$ cat config.mk
export PLATFORM = sky130hd
export DESIGN_NAME = pipe_hazard_ctl
export DESIGN_NICKNAME = d
export VERILOG_FILES = /design/src/rtl/pipe_hazard_ctl_pkg.sv /design/src/rtl/pipe_hazard_ctl_load_use_detect.sv /design/src/rtl/pipe_hazard_ctl.sv
export SDC_FILE = /design/constraint.sdc
export NUM_CORES = 1
export LEC_CHECK = 0
export ABC_AREA = 1
export ABC_CLOCK_PERIOD_IN_PS = 2100
export CORE_ASPECT_RATIO = 1.75
export CORE_MARGIN = 2
export CORE_UTILIZATION = 40
export DETAILED_ROUTE_END_ITERATION = 12
export PLACE_DENSITY = 0.7
export SLEW_MARGIN = 15
export SYNTH_ARGS = -nofsm -noshare
export SYNTH_HDL_FRONTEND = slang
export SYNTH_SLANG_ARGS = --single-unit
$ cat constraint.sdc
create_clock -name clk -period 2.1 [get_ports clk]
set_clock_uncertainty 0.05 [all_clocks]
set_input_delay 0.42 -clock clk [delete_from_list [all_inputs] [get_ports clk]]
set_output_delay 0.42 -clock clk [all_outputs]
set_load 0.02 [all_outputs]
$ cat src/rtl/pipe_hazard_ctl_pkg.sv
// Shared definitions for the pipeline sequencer: FSM state encodings and the
// bundle of pipeline-register control pins it drives each cycle.
package pipe_hazard_ctl_pkg;

    typedef enum logic [1:0] {
        ST_RUN      = 2'd0,
        ST_MEM_WAIT = 2'd1,
        ST_FLUSH    = 2'd2
    } state_e;

    typedef struct packed {
        logic pc_en;
        logic pc_src;
        logic ifid_en;
        logic ifid_flush;
        logic idex_en;
        logic idex_flush;
        logic exmem_en;
        logic memwb_flush;
        logic dmem_req;
    } ctl_t;

    // Free-running pipe: everything advances, nothing squashed.
    localparam ctl_t CTL_RUN = '{
        pc_en: 1'b1, pc_src: 1'b0, ifid_en: 1'b1, ifid_flush: 1'b0,
        idex_en: 1'b1, idex_flush: 1'b0, exmem_en: 1'b1, memwb_flush: 1'b0,
        dmem_req: 1'b0
    };

    localparam ctl_t CTL_RESET = '{
        pc_en: 1'b0, pc_src: 1'b0, ifid_en: 1'b0, ifid_flush: 1'b1,
        idex_en: 1'b0, idex_flush: 1'b1, exmem_en: 1'b0, memwb_flush: 1'b1,
        dmem_req: 1'b0
    };

    // Hold every stage and push a bubble into MEM/WB while memory is busy.
    function automatic ctl_t ctl_freeze(input ctl_t c);
        ctl_t r;
        r             = c;
        r.pc_en       = 1'b0;
        r.ifid_en     = 1'b0;
        r.idex_en     = 1'b0;
        r.exmem_en    = 1'b0;
        r.memwb_flush = 1'b1;
        return r;
    endfunction

endpackage

$ cat src/rtl/pipe_hazard_ctl_load_use_detect.sv
// Load-use hazard compare: the load in EX writes a register that the
// instruction in ID reads. Register 0 is hard-wired and never a hazard.
module load_use_detect #(
    parameter int REG_W = 5
) (
    input  logic [REG_W-1:0] i_id_rs,
    input  logic [REG_W-1:0] i_id_rt,
    input  logic             i_idex_memread,
    input  logic [REG_W-1:0] i_idex_rt,
    output logic             o_load_use
);

    logic w_rs_hit;
    logic w_rt_hit;

    assign w_rs_hit   = (i_idex_rt == i_id_rs);
    assign w_rt_hit   = (i_idex_rt == i_id_rt);
    assign o_load_use = i_idex_memread && (i_idex_rt != '0) && (w_rs_hit || w_rt_hit);

endmodule

$ cat src/rtl/pipe_hazard_ctl.sv
// Pipeline sequencer for the 5-stage datapath: load-use bubbles, taken-branch
// squash, data-memory handshake with timeout, and stall/flush counters.
module pipe_hazard_ctl
    import pipe_hazard_ctl_pkg::*;
#(
    parameter int REG_W       = 5,
    parameter int MEM_TIMEOUT = 16,
    parameter int CNT_W       = 16
) (
    input  logic             clk,
    input  logic             rst,
    input  logic [REG_W-1:0] id_rs,
    input  logic [REG_W-1:0] id_rt,
    input  logic             idex_memread,
    input  logic [REG_W-1:0] idex_rt,
    input  logic             exmem_branch,
    input  logic             exmem_zero,
    input  logic             exmem_memread,
    input  logic             exmem_memwrite,
    input  logic             dmem_ack,
    output logic             pc_en,
    output logic             pc_src,
    output logic             ifid_en,
    output logic             ifid_flush,
    output logic             idex_en,
    output logic             idex_flush,
    output logic             exmem_en,
    output logic             memwb_flush,
    output logic             dmem_req,
    output logic             mem_err,
    output logic [CNT_W-1:0] stall_cnt,
    output logic [CNT_W-1:0] flush_cnt
);

    localparam int              WAIT_W    = $clog2(MEM_TIMEOUT + 1);
    localparam logic [WAIT_W-1:0] WAIT_LAST = WAIT_W'(MEM_TIMEOUT - 1);

    state_e             r_state;
    state_e             w_state_next;
    logic [WAIT_W-1:0]  r_wait_cnt;
    logic [WAIT_W-1:0]  w_wait_next;
    logic               r_mem_err;
    logic [CNT_W-1:0]   r_stall_cnt;
    logic [CNT_W-1:0]   r_flush_cnt;
    ctl_t               w_ctl;
    logic               w_load_use;
    logic               w_mem_op;
    logic               w_taken;
    logic               w_advance;
    logic               w_timeout;
    logic               w_flush_inc;

    load_use_detect #(
        .REG_W(REG_W)
    ) u_load_use_detect (
        .i_id_rs        (id_rs),
        .i_id_rt        (id_rt),
        .i_idex_memread (idex_memread),
        .i_idex_rt      (idex_rt),
        .o_load_use     (w_load_use)
    );

    assign w_mem_op = exmem_memread | exmem_memwrite;
    assign w_taken  = exmem_branch & exmem_zero;

    always_comb begin
        // NOTE: every output of this block is defaulted up front so no path
        // through the case leaves one unassigned and infers a latch.
        w_ctl        = CTL_RUN;
        w_state_next = r_state;
        w_wait_next  = r_wait_cnt;
        w_advance    = 1'b0;
        w_timeout    = 1'b0;
        w_flush_inc  = 1'b0;

        unique case (r_state)
            ST_RUN: begin
                w_ctl.dmem_req = w_mem_op;
                if (w_mem_op && !dmem_ack) begin
                    w_ctl        = ctl_freeze(w_ctl);
                    w_state_next = ST_MEM_WAIT;
                end else begin
                    w_advance = 1'b1;
                end
            end
            ST_MEM_WAIT: begin
                w_ctl.dmem_req = 1'b1;
                if (dmem_ack) begin
                    w_wait_next = '0;
                    w_advance   = 1'b1;
                end else if (r_wait_cnt == WAIT_LAST) begin
                    // Abandon the access: let the stuck op drain as a bubble.
                    w_ctl.dmem_req    = 1'b0;
                    w_ctl.memwb_flush = 1'b1;
                    w_timeout         = 1'b1;
                    w_wait_next       = '0;
                    w_state_next      = ST_RUN;
                end else begin
                    w_ctl       = ctl_freeze(w_ctl);
                    w_wait_next = r_wait_cnt + WAIT_W'(1);
                end
            end
            ST_FLUSH: begin
                w_ctl.idex_flush = 1'b1;
                w_state_next     = ST_RUN;
            end
            default: begin
                w_state_next = ST_RUN;
            end
        endcase

        // A cycle where memory is not holding the pipe resolves branch, then load-use.
        if (w_advance) begin
            w_state_next = ST_RUN;
            if (w_taken) begin
                w_ctl.pc_src     = 1'b1;
                w_ctl.ifid_flush = 1'b1;
                w_ctl.idex_flush = 1'b1;
                w_flush_inc      = 1'b1;
                w_state_next     = ST_FLUSH;
            end else if (w_load_use) begin
                w_ctl.pc_en      = 1'b0;
                w_ctl.ifid_en    = 1'b0;
                w_ctl.idex_flush = 1'b1;
            end
        end

        if (rst) begin
            w_ctl = CTL_RESET;
        end
    end

    always_ff @(posedge clk) begin
        // NOTE: state registers use non-blocking assignment so every flop
        // samples the pre-edge values regardless of statement order.
        if (rst) begin
            r_state     <= ST_RUN;
            r_wait_cnt  <= '0;
            r_mem_err   <= 1'b0;
            r_stall_cnt <= '0;
            r_flush_cnt <= '0;
        end else begin
            r_state    <= w_state_next;
            r_wait_cnt <= w_wait_next;
            if (w_timeout) begin
                r_mem_err <= 1'b1;
            end
            if (!w_ctl.pc_en && (r_stall_cnt != '1)) begin
                r_stall_cnt <= r_stall_cnt + CNT_W'(1);
            end
            if (w_flush_inc && (r_flush_cnt != '1)) begin
                r_flush_cnt <= r_flush_cnt + CNT_W'(1);
            end
        end
    end

    assign pc_en       = w_ctl.pc_en;
    assign pc_src      = w_ctl.pc_src;
    assign ifid_en     = w_ctl.ifid_en;
    assign ifid_flush  = w_ctl.ifid_flush;
    assign idex_en     = w_ctl.idex_en;
    assign idex_flush  = w_ctl.idex_flush;
    assign exmem_en    = w_ctl.exmem_en;
    assign memwb_flush = w_ctl.memwb_flush;
    assign dmem_req    = w_ctl.dmem_req;
    assign mem_err     = r_mem_err;
    assign stall_cnt   = r_stall_cnt;
    assign flush_cnt   = r_flush_cnt;

endmodule

Word level (Yosys, flattened, before mapping). Cells that the tools add are included.

Bits in registers: 40. Word-level logic and storage cells: 65.

Add/sub/neg operators: 3. Equality and inequality tests: 10. Multiplexer cells: 34. Bitwise gates (word level): 2. Reductions and logical operators: 11.

Operator list (count): 16-bit by 1-bit adder with 16-bit output (second input constant) (2); 16-bit != test (second input constant) (2); 9-bit 2-to-1 mux (3); 1-bit 2-to-1 mux (17); 5-bit equality test (2); 2-bit 2-to-1 mux (5); 5-bit 2-to-1 mux (2); 5-bit one-hot mux with 2 select lines (1); 3-bit != test (second input constant) (3); 7-bit 2-to-1 mux (1); 3-bit one-hot mux with 2 select lines (1); 5-bit by 1-bit adder with 5-bit output (second input constant) (1); 5-bit by 4-bit equality test with 1-bit output (second input constant) (1); 1-bit logical AND (5); 5-bit nonzero test (1); 4-bit 2-to-1 mux (1); 2-bit one-hot mux with 2 select lines (1); 1-bit one-hot mux with 3 select lines (1); 3-bit AND reduction (1); 2-bit by 1-bit equality test with 1-bit output (second input constant) (1); 2-bit equality test (second input constant) (1); 1-bit logical NOT (2); 2-bit logical NOT (1); 1-bit one-hot mux with 2 select lines (1); 3 further kinds (3).

Longest topological paths before layout. Gate-level depths: netlist (run 1).

Depth after elaboration: 10. Depth in mapped cells: 12.

By module. A second synthesis (run 1) with hierarchy kept.

Cell total of the unflattened synthesis: 415. Area, all modules: 2543.7 um^2.

Modules (own cells, without submodules): pipe_hazard_ctl (times used 1, cells each 370, area an instance 2348.5 um^2); load_use_detect (times used 1, cells each 45, area an instance 195.2 um^2).

Worst setup path before layout (run 1). No wires, ideal clock.

Path type: reg2out. From: register r_wait_cnt[0]. To: output port pc_en. Data arrival time: 1898 ps. Slack: -268 ps. Stages on the path, launching flop included: 13. Path buffers: 3. Cell sequence: dfxtp_1 -> ha_1 -> nand2_1 -> nor2_1 -> nand2_1 -> nand2_1 -> a21oi_2 -> nor2_2 -> nand2_2 -> buf_6 -> buf_6 -> inv_1 -> buf_4.

Word-level cells in the longest chain between the ends: 8.

RTL lines: from (decl) (line pipe_hazard_ctl.sv:40) `logic [WAIT_W-1:0] r_wait_cnt;`; from (signal assigned) (line pipe_hazard_ctl.sv:144) `r_wait_cnt <= w_wait_next;`; 5-bit by 4-bit equality test with 1-bit output * (line pipe_hazard_ctl.sv:91) `end else if (r_wait_cnt == WAIT_LAST) begin`; 7-bit 2-to-1 mux * (line pipe_hazard_ctl.sv:91); 9-bit 2-to-1 mux * (line pipe_hazard_ctl.sv:88) `if (dmem_ack) begin`; 5-bit one-hot mux with 2 select lines * (line pipe_hazard_ctl.sv:76) `unique case (r_state)`; 1-bit 2-to-1 mux (line pipe_hazard_ctl.sv:121) `end else if (w_load_use) begin`; 1-bit 2-to-1 mux (line pipe_hazard_ctl.sv:115) `if (w_taken) begin`; 4-bit 2-to-1 mux * (line pipe_hazard_ctl.sv:113) `if (w_advance) begin`; 9-bit 2-to-1 mux * (line pipe_hazard_ctl.sv:128) `if (rst) begin`; to (decl) (line pipe_hazard_ctl.sv:21) `output logic pc_en,`.

Every way passes the cells marked *; elsewhere a longest branch is shown, timed or not.

Worst setup path after layout (run 1). Same ends and word-level chain as after synthesis.

==> results of run 1 <==
critical path, cell delays in order (launching register included):
cell and delay [ps]:
dfxtp_4 360, ha_4 170, nand2_4 70, nor2_4 40, nand2_2 70, nand2_2 80
a21oi_4 190, nor2_4 50, buf_6 110, nand2_4 70, clkinvlp_4 100, buf_6 130
layout make-up:
cell class | count | area [um^2] | area share, %
clock inverters | 3 | 42.5 | 1.19
repair buffers | 94 | 836 | 23.4
well taps | 80 | 100 | 2.81
flip-flops and latches | 40 | 806 | 22.6
clock buffers | 5 | 68.8 | 1.93
diodes | 1 | 2.50 | 0.0702
inverters | 47 | 180 | 5.05
multi-input cells | 276 | 1530 | 42.9
synth_stat cells:
library cell | number | share of area (%)
clkbuf_1 | 3 | 0.45
a211oi_1 | 2 | 0.59
buf_4 | 2 | 0.59
o21ai_1 | 3 | 0.59
nor3b_1 | 3 | 0.89
dfxtp_1 | 40 | 32
nand2_4 | 2 | 0.89
o21a_1 | 1 | 0.30
ha_1 | 3 | 1.5
buf_12 | 1 | 0.79
nor2_1 | 46 | 6.8
nor3_2 | 2 | 0.79
o21ai_0 | 4 | 0.79
xor2_1 | 12 | 4.2
a21oi_1 | 20 | 4.0
nand2_1 | 90 | 13
buf_2 | 2 | 0.40
a31oi_1 | 1 | 0.25
a21oi_2 | 11 | 3.8
inv_1 | 40 | 5.9
o21bai_1 | 2 | 0.59
xnor2_1 | 10 | 3.5
nand2_2 | 14 | 3.5
nor4_1 | 1 | 0.25
nor3_4 | 2 | 1.3
nor3_1 | 9 | 1.8
nand3_1 | 33 | 6.5
buf_6 | 3 | 1.3
nand4_1 | 2 | 0.50
inv_2 | 7 | 1.0
nor2_2 | 1 | 0.25
nor2_4 | 2 | 0.89
per-layer routing:
layer  share of wire (%)  up-vias
met5                   0        -
met4                 3.5        0
met3                 3.0       16
met2                  58       56
met1                  36     1251
li1                    -     1359
through the flow:
step	total power [mW]	std cells
floorplan	0.970	374
global placement	1.09	527
detailed placement	1.09	527
CTS	1.72	544
global route	1.79	546
finish	1.72	546
worst paths after layout:
check                                    from       to  slack, ps  cells past startpoint
worst min-delay path                  mem_err  mem_err        420                      1
worst max register to register  r_wait_cnt[1]  mem_err        110                     13
worst min register to register        mem_err  mem_err        420                      1
worst max-delay path            r_wait_cnt[0]    pc_en        -90                     11
registers in the layout, indices dropped and copies added (netlist names):
signal	cells
mem_err	1
r_state	2
r_wait_cnt	5
flush_cnt	16
stall_cnt	16
where the power goes:
part | total (mW) | internal, mW | switching [mW]
Combinational | 0.290 | 0.131 | 0.160
Sequential | 0.787 | 0.771 | 0.0165
Clock | 0.645 | 0.352 | 0.293
cell families after synthesis:
group,count (synthesis),synth area share (%)
xor+xnor,22,7.63
compound gates,44,10.9
simple gates,207,37.7
buf+inv,58,10.5
flops,40,31.7
fa+ha+maj,3,1.49
timing repair:
item                       in CTS  in global routing
cloned                          0                  0
setup buffers                   9                  3
setup endpoints to repair      14                 25
pin swaps                      18                  6
resized for setup              56                 15
==> impl_results.md, run 1 <==
* Max cap viols at 0
* PnR worst setup slack at -88.0 ps
* Worst Tran Pin Value at 397 ps
* Seq/Total Area, Yosys at 31.7%
* Final core occ at 58.1%
* Post-route DRC at 0
* Post-Syn Area at 2530 um^2
* M3 GR Usage at 2.48%
* Syn avg cell area at 6.75 um^2
* Tot GR Track Use at 19.8%
* Layout filler cell count at 615
* Tcrit/Tclk final at 104%
* Drt via density at 4.91
* Critical Path RT at 1630 ps
* Setup violators final at 2
* Drt total wl at 6730 um
* Worst hold-check path type: reg2reg
* Most frequent cells in the layout: 87 x nand2_1, 45 x nor2_1, 39 x inv_1, 39 x clkdlybuf4s50_1, 38 x dfxtp_1
* Initial Utilization at 41.2%
* Die ar. at 6990 um^2
* Root buf cell: clkbuf_8
* Clock latency at the later pin of the worst-skew pair at 290 ps
* Clock transition at path regs at 80 ps
* Die H at 109 um
* Number of buffers created by CTS at 5
* Vias in the first global route at 2579
* Final HPWL DP at 5090 um
* Std-Cell Rows at 38
* Setup TNS at -176 ps
* Most common cell after layout, fill and taps aside: nand2_1
* Final hold violations at 0
* Io pins at 65
* 1st-pass router iterations at 4
* GPL Wtd Cong at 0.911
* Failing checks: negative setup slack
* Worst vdd ir at 387 uV
* GR met1 Demand/Resource at 19.3%
* RSZ-0062 raised after global routing: yes
* Worst Path Class, Setup: reg2out
* Worst Hold Margin at 417 ps
* Chip width at 64.1 um
* First-pass GRT wire length at 11000 um
* Nets at 490
* Share of cells above drive strength 1 at 21.1%
* Outcome: finished with violations
* Yosys cell types at 32
* GRT busiest layer: met2
* Final Max Tran Viols at 0
* CTS tree: yes
* Input/output buffers at 64
* Syn Inst Count at 374
* #FFs+latches synth at 40
* Largest net degree at the start of global routing at 25
* Gr ovfl total at 0
* Dpl ws at -622 ps
* Slew Limit Headroom at 73.3%
* Placement Cell Area at 3360 um^2
* Vias at 2682
* CP startpoint kind: register
* Crit Path Max Fanout at 2
* Worst Setup End Kind: output pin
* Crit path DAT at 1720 ps
* Fin area at 3570 um^2
* CTS Sinks at 40
* Post-DRT Antenna Nets at 0
* Clk buf depth at 2
* Post-Synthesis Net Count at 400
* Static Leak at 1.45 nW
* Area Overhead vs Synth at 41.2%
* Cts hold-fix bufs at 0
* Power Dens Cells at 483 nW/um^2
* Total core area at 6130 um^2
* Max H-tree Level at 2
* Yosys warns at 0
* Initial antenna violation count at 1
* Max Clock Freq at 0.457 GHz
* Tmin final at 2190 ps
* M2 GR Usage at 39.7%
* Wire per inst at 12.3 um
* Number of DRC markers in iteration 0 at 88
(Power assumes the default switching activity.)
==> run 2: changes to the inputs <==
CORE_UTILIZATION = 35   (was 40)
PLACE_DENSITY = 0.63   (was 0.7)
REMOVE_ABC_BUFFERS = 1   (was not set)
==> impl_results.md, run 2 (synthesized netlist as in run 1, its figures left out) <==
* Io pins at 65
* Critical Path RT at 1630 ps
* Placed Cells at 540
* FF-to-FF End: mem_err
* Power Dens Cells at 525 nW/um^2
* Max cap viols at 0
* Drt via density at 4.81
* Nets at 502
* Worst vdd ir at 342 uV
* R2R Setup Slk at 120 ps
* CP startpoint kind: input pin
* Clock transition at path regs at 60 ps
* Chip width at 68.2 um
* Initial Utilization at 35.7%
* Tot GR Track Use at 18.9%
* Max H-tree Level at 2
* Length in cells of the worst reg-to-reg path at 13
* Pwr Total at 1.97 mW
* Tmin final at 2040 ps
* CTS tree: yes
* Cts hold-fix bufs at 0
* Most frequent cells in the layout: 84 x nand2_1, 42 x nor2_1, 42 x buf_4
* Detailed-routed wire length on met2 at 3910 um
* Final Max Tran Viols at 0
* Worst hold-check path type: reg2reg
* Final HPWL DP at 5050 um
* Met3 Wirelength at 230 um
* Vias at 2709
* First-pass GRT wire length at 11700 um
* Die H at 116 um
* DR top layer: met4
* Total core area at 7080 um^2
* Setup violators final at 0
* Number of non-filler instances in the completed layout at 563
* Root buf cell: clkbuf_16
* Crit path DAT at 1570 ps
* Launching point of the worst reg2reg path: r_wait_cnt[0]
* Input/output buffers at 64
* Number of buffers created by CTS at 5
* Outcome: complete, no violations
* 1st-pass router iterations at 5
* CTS Sinks at 40
* Slew Limit Headroom at 74.3%
* Die ar. at 7940 um^2
* Worst Path Class, Setup: in2out
* Fin area at 3740 um^2
* Ant diodes at 0
* Static Leak at 1.56 nW
* Worst Tran Pin Value at 383 ps
* GPL Wtd Cong at 0.865
* Most common cell after layout, fill and taps aside: nand2_1
* Drt total wl at 6890 um
* Largest net degree at the start of global routing at 24
* Hold_sp: mem_err
* Number of DRC markers in iteration 0 at 88
* Gr ovfl total at 0
* Clk buf depth at 2
* Hold path endpoint: mem_err
* Post-DRT Antenna Nets at 0
* Post-route DRC at 0
* Worst Setup End Kind: output pin
* Hold path depth at 1
* Max Clock Freq at 0.490 GHz
* Placement Cell Area at 3390 um^2
* Vias in the first global route at 2673
* Tcrit/Tclk final at 97.1%
* Crit Path Max Fanout at 2
* Share of cells above drive strength 1 at 25.2%
* Dpl ws at -596 ps
* PnR worst setup slack at 60.5 ps
* Initial antenna violation count at 0
* RSZ-0062 raised after global routing: yes
* Std-Cell Rows at 41
* Wire per inst at 12.2 um
* Area Overhead vs Synth at 48.2%
* Final hold violations at 0
* Layout filler cell count at 690
* M1 WL at 2560 um
* Clock latency at the later pin of the worst-skew pair at 290 ps
[run 2: changes by cell type in the layout (fill, tap and decap cells not counted), sizes merged]
cell           change
buf               +12
clkbuf             +1
clkdlybuf4s15      +1
clkinvlp           -1
clkdlybuf4s50      -1
dlygate4sd2        -1
inv                +1
diode              -1
[run 2: repair_timing]
item / in CTS / in global routing
endpoints found under the setup margin: 9 / 35
gates resized for setup: 64 / 28
pin swaps: 17 / 12
buffers inserted: 14 / 3
[run 2: metrics by stage]
| step | setup TNS [ps] | hold slack, ps | utilization (%) |
|---|---|---|---|
| 2_1_floorplan | -755 | 373 | - |
| 3_3_place_gp | -8140 | 383 | 47.8 |
| 3_5_place_dp | -8580 | 391 | 47.8 |
| 4_1_cts | -7.18 | 400 | 51.5 |
| 5_1_grt | -38.9 | 444 | 52.9 |
| 6_report | 0 | 407 | 52.9 |
[run 2: worst max path at each step]
stage	start	to	slack, ps	cells past startpoint
after global placement	exmem_memread	pc_en	-570	11
after floorplan	r_wait_cnt[0]	ifid_en	-300	9
after global routing	id_rs[2]	idex_flush	-20	7
final	id_rs[2]	idex_flush	60	7
after CTS	r_wait_cnt[1]	pc_en	-4	10
after detailed placement	exmem_memread	idex_flush	-600	11
[run 2: per-layer routing]
layer	up-vias	global-route usage [%]
met5	-	0
met4	0	7.73
met3	22	2.60
met2	57	35.6
met1	1247	20.3
li1	1383	-
[run 2: area by class of cell]
class / instances / area, um^2 / area share [%]
clock buffer: 5 / 125 / 3.34
clock inverter: 3 / 42.5 / 1.14
inverter: 47 / 176 / 4.71
multi-input combinational: 276 / 1580 / 42.2
sequential: 40 / 803 / 21.5
tap: 86 / 108 / 2.87
timing repair buffer: 106 / 910 / 24.3
[run 2: power breakdown]
part	total (mW)	internal [mW]	switching, mW
Combinational	0.318	0.144	0.174
Clock	0.864	0.558	0.306
Sequential	0.784	0.772	0.0117
Total	1.97	1.47	0.492
[run 2: worst max-delay path, cell delays in order]
cell and delay (ps):
clkdlybuf4s50_1 470, xnor2_1 130, nand3_1 110, nand2_2 90
nand2_1 80, o21ai_2 120, buf_4 150
==> run 3: changes to the inputs <==
GPL_ROUTABILITY_DRIVEN = 0   (was not set)
==> results of run 3 <==
No change in the layout: final DEF, timing and power equal those of run 2.
==> variant 1, RTL diff (settings of run 3) <==
Set the parameter `CNT_W` to 24 (it was 16).
--- a/src/rtl/pipe_hazard_ctl.sv
+++ b/src/rtl/pipe_hazard_ctl.sv
@@ -5,7 +5,7 @@
 #(
     parameter int REG_W       = 5,
     parameter int MEM_TIMEOUT = 16,
-    parameter int CNT_W       = 16
+    parameter int CNT_W       = 24
 ) (
     input  logic             clk,
     input  logic             rst,
Ports: changed (resized flush_cnt and stall_cnt); port bits go from 65 to 81. The function was not compared with the original's and may differ.
==> variant 1 against run 3 <==
Setup slack worse by 0.049 ns. Routed wire length up 61%. Utilization down 2.5 points. Hold slack gained 0.022 ns. Register-to-register slack improved by 0.08 ns. Sequential share of layout area up 0.40 points. Area after synthesis rose by 45%. Design area up 38%. Sequential cell count grew 16. Power up 24%. Highest routed layer unchanged.
==> variant 1: results (changes against run 3) <==
stage	metric	value	unit	change
run_status	status	finished, final reports clean		
cells_and_area	Layout fillers	1031		+49%
setup_path	R2R Path End	flush_cnt[5]		
timing	Hold Slack	0.429	ns	+0.0220 ns
drt	metal3 WL	344	um	+50%
setup_path	cells on worst reg2reg path	10		-3
timing	Setup WS post-layout	0.0110	ns	-0.0495 ns
setup_path	Worst R2R Setup Slack	0.20	ns	+0.08 ns
power_and_ir_drop	sequential power	1.09	mW	+39%
grt	grt met2 use	37.2	%	+1.6 points
grt	largest net degree at the start of global routing	38		+58%
setup_path	CP endpoint	idex_en		
cells_and_area	share of layout cells above drive strength 1	18.0	%	-7.1 points
min_path	Cells on Worst Hold Path	1		unchanged
place	dpl hpwl	8430	um	+67%
grt	met1 usage	20.3	%	about the same
place	DP Worst Slack	-0.600	ns	-0.00448 ns
setup_path	CP startpoint	r_wait_cnt[1]		
drt	drt initial violations	161		+83%
grt	first-pass GRT wire length	17700	um	+52%
synthesis	top post-synthesis cells by area	dfxtp_1 (31%), nand2_1 (16%), nor2_1 (6.9%)		
place	number of port buffers	80		+25%
cells_and_area	diodes inserted	0		unchanged
synthesis	Synth cell types	39		+22%
drt	routed vias/inst	4.97		+3.2%
synthesis	Avg Cell Area, Syn	6.52	sq um	-3.4%
place	placed insts	790		+46%
synthesis	synth cell count leaders	nand2_1 (155), nor2_1 (67), inv_1 (57), dfxtp_1 (56), nand3_1 (45)		
min_path	Hold EP	mem_err		
synthesis	Synth Area in XOR/XNOR	7.91	%	+0.29 points
grt	GR Util met3	2.41	%	-0.19 points
drt	DRT Pass-1 Iters	4		-1
drt	Post-Route WL	11100	um	+61%
place	Area after DPL	0.00482	sq mm	+42%
power_and_ir_drop	P_sw	0.592	mW	+20%
grt	vias in the first global route	3878		+45%
drt	met2 WL	6190	um	+58%
setup_path	worst reg2reg path startpoint	flush_cnt[1]		
cells_and_area	nets	707		+41%
power_and_ir_drop	maximum VDD drop	0.450	mV	+32%
synthesis	adder-cell share of the synthesized area	1.03	%	-0.46 points
setup_path	Slowest Stage Delay on Critical Path	0.36	ns	-0.11 ns
power_and_ir_drop	power share of the clock group	41.8	%	-2.1 points
drt	M1 WL	4050	um	+59%
grt	overall routing resource usage	19.8	%	+0.83 points
timing	Rel. slew slack	69.3	%	-5.0 points
synthesis	Synth async-reset ratio	0	%	unchanged
setup_path	Critical-path top delay cell	dfxtp_4		
cells_and_area	area grow syn2layout	41.2	%	
power_and_ir_drop	Gate power share	13.8	%	-2.4 points
setup_path	WP data arrival	1.62	ns	+0.05 ns
power_and_ir_drop	Pleak	2.06	nW	+32%
synthesis	post-synthesis compound-gate area fraction	10.1	%	-0.79 points
synthesis	register area share after synthesis	30.7	%	-1.0 points
cells_and_area	final cell count without fillers	809		+44%
[variant 1: cell types whose count changed in the layout (fill, tap and decap cells not counted), moves of 12 or more]
cell and change:
a21oi_1 +14, clkdlybuf4s50_1 +14, dfxtp_1 +15, inv_1 +17, nand2_1 +67, nor2_1 +22
xor2_1 +12
[variant 1: cell families after synthesis]
| family | Yosys count |
|---|---|
| buf+inv | 80 |
| simple gates | 326 |
| flops | 56 |
| compound gates | 62 |
| xor+xnor | 33 |
| fa+ha+maj | 3 |
[variant 1: area by class of cell]
type / instances / area share (%)
Multi-Input combinational cell: 424 / 43.9
Inverter: 63 / 4.68
Timing Repair Buffer: 131 / 22.9
Tap cell: 127 / 3.08
Clock buffer: 7 / 2.96
Sequential cell: 56 / 21.9
Clock inverter: 1 / 0.582
[variant 1: what timing repair did]
item | in CTS | in global routing
resized for setup | 63 | 22
setup endpoints to repair | 32 | 34
setup buffers | 5 | 6
pin swaps | 10 | 12
hold buffers | 0 | 0
==> variant 2, RTL diff (settings of run 3) <==
Without the edit above. Compare `r_wait_cnt` against `WAIT_LAST` with >= in place of ==.
--- a/src/rtl/pipe_hazard_ctl.sv
+++ b/src/rtl/pipe_hazard_ctl.sv
@@ -88,7 +88,7 @@
                 if (dmem_ack) begin
                     w_wait_next = '0;
                     w_advance   = 1'b1;
-                end else if (r_wait_cnt == WAIT_LAST) begin
+                end else if (r_wait_cnt >= WAIT_LAST) begin
                     // Abandon the access: let the stuck op drain as a bubble.
                     w_ctl.dmem_req    = 1'b0;
                     w_ctl.memwb_flush = 1'b1;
Behaviour: no difference found for any inputs over 10 cycles, from zero or initial values and one cycle with rst high; that may be too few to reach the edited logic, so the function may still have changed.
==> variant 2 against run 3 <==
Global-route usage increased by 0.82 points. Fmax decreased by 5.7%. Setup slack got worse by 0.12 ns. Highest routed layer unchanged. Power increased by 6.7%. First-iteration DRC count increased by 45%. Largest power group unchanged. The flow now finishes with violations (negative setup slack). Routed wire length increased by 1.3%. Sequential cell count unchanged. Die area decreased by 4.0%. Register-to-register slack got worse by 0.13 ns. Area after synthesis decreased by 4.2%. Design area increased by 0.23%.
==> variant 2: results (changes against run 3) <==
stage	metric	value	unit	change
drt	routed vias/inst	4.81		about the same
setup_path	WP data arrival	1.69	ns	+0.12 ns
synthesis	synth cell count leaders	nand2_1 (93), nor2_1 (49), dfxtp_1 (40), nand3_1 (40), inv_1 (36)		
clock_network	root buf cell	clkbuf_16		
clock_network	clk_lat worst skew	0.28	ns	
timing	Fin Setup TNS	-0.280	ns	-0.280 ns
clock_network	CTS H-tree lvls	2		unchanged
drt	max layer used	met4		
synthesis	register area share after synthesis	33.1	%	+1.4 points
synthesis	synth warn	0		unchanged
clock_network	clock transition at the registers of the reported paths	0.06	ns	about the same
place	number of port buffers	64		unchanged
drt	DRT Pass-1 Iters	4		-1
grt	first-pass GRT wire length	11700	um	-0.11%
synthesis	Synth cell types	32		unchanged
min_path	Cells on Worst Hold Path	1		unchanged
place	Area after DPL	0.00331	sq mm	-2.3%
run_status	failing checks	negative setup slack		
power_and_ir_drop	Internal Power	1.59	mW	+7.8%
synthesis	top post-synthesis cells by area	dfxtp_1 (33%), nand2_1 (14%), nand3_1 (8.3%)		
drt	vias	2691		-0.66%
grt	overall routing resource usage	19.7	%	+0.82 points
setup_path	Critical Path Fanout Max	2		unchanged
min_path	Tightest Hold Check Type	reg2reg		
drt	met2 WL	3930	um	+0.67%
power_and_ir_drop	maximum VDD drop	0.443	mV	+30%
drt	drt initial violations	128		+45%
clock_network	Max clock buf depth	2		unchanged
timing	Finish-stage setup viols	8		+8
run_status	status	finished, violations left		
synthesis	Synth async-reset ratio	0	%	unchanged
power_and_ir_drop	Pleak	1.61	nW	+2.8%
timing	Setup WS post-layout	-0.0632	ns	-0.124 ns
timing	Rel. slew slack	60.3	%	-14 points
drt	metal3 WL	236	um	+2.6%
synthesis	Post-synth top flop	dfxtp_1		
place	dpl hpwl	5150	um	+2.0%
place	placed insts	533		-1.3%
drt	M1 WL	2610	um	+2.2%
synthesis	Avg Cell Area, Syn	6.58	sq um	-2.6%
clock_network	CTS buffer count	5		unchanged
place	DP Worst Slack	-0.601	ns	-0.00527 ns
cells_and_area	share of layout cells above drive strength 1	21.6	%	-3.5 points
grt	initial antenna violation count	3		+3
setup_path	cells on worst reg2reg path	15		+2
grt	vias in the first global route	2649		-0.90%
drt	DR WL/cell	12.5	um	+2.0%
cells_and_area	nets	498		-0.80%
grt	largest net degree at the start of global routing	24		unchanged
==> variant 2: cell count changes in the layout (fill, tap and decap cells not counted), moves of 4 or more <==
cell / delta
a21oi_2: -9
nand2_2: -10
nand3_1: +6
dlygate4sd2_1: -4
dlymetal6s2s_1: +6
inv_1: -6
a21oi_1: +9
==> variant 2: per-stage QoR <==
step	utilization, %	total power [mW]
2_1_floorplan	-	0.955
3_3_place_gp	49.0	1.14
3_5_place_dp	49.0	1.14
4_1_cts	53.6	2.09
5_1_grt	55.5	2.20
6_report	55.5	2.10
==> variant 2: critical path, cell delays in order, from the launching register on <==
cell	delay, ns
dfxtp_2	0.34
ha_4	0.16
and3_4	0.18
ha_4	0.16
nor2_4	0.09
nand3_2	0.07
nand2_2	0.09
a21oi_4	0.06
nand2_2	0.11
inv_2	0.05
buf_6	0.12
==> variant 2: routing by layer <==
| layer | global-route usage, % | up-vias |
|---|---|---|
| li1 | - | 1392 |
| met1 | 20.4 | 1227 |
| met3 | 2.96 | 14 |
| met4 | 8.57 | 0 |
| met2 | 37.6 | 58 |
| met5 | 0 | - |
==> variant 2: cell families after synthesis <==
| family | count (synthesis) | synth area share (%) |
|---|---|---|
| flops | 40 | 33.1 |
| buf+inv | 51 | 9.15 |
| simple gates | 210 | 38.5 |
| compound gates | 42 | 9.57 |
| xor+xnor | 21 | 7.60 |
| fa+ha+maj | 4 | 2.07 |
==> variant 2: path summary, 6_finish.rpt <==
path | end | from | slack (ns)
max | pc_en | r_wait_cnt[0] | -0.06
min | mem_err | mem_err | 0.45
max reg2reg | r_wait_cnt[4] | r_wait_cnt[0] | -0.01
min reg2reg | mem_err | mem_err | 0.45
==> variant 2: area by class of cell <==
cell class	count	area [sq um]
multi-input cells	277	1540
well taps	84	105
clock buffers	7	153
fillers	651	3000
flip-flops and latches	40	803
inverters	39	149
clock inverters	1	30.0
repair buffers	108	968
diodes	3	7.51
==> variant 2: power groups by stage <==
| stage | Sequential (mW) | Combinational [mW] | Clock, mW |
|---|---|---|---|
| after global routing | 0.795 | 0.425 | 0.976 |
| after global placement | 0.806 | 0.330 | 0 |
| after floorplan | 0.821 | 0.134 | 0 |
| after detailed placement | 0.807 | 0.333 | 0 |
| final | 0.793 | 0.387 | 0.918 |
| after CTS | 0.793 | 0.360 | 0.940 |
==> variant 2: timing repair <==
item | CTS | global route
endpoints found under the setup margin | 23 | 43
resized for setup | 76 | 30
setup buffers | 12 | 3
pin swaps | 14 | 16
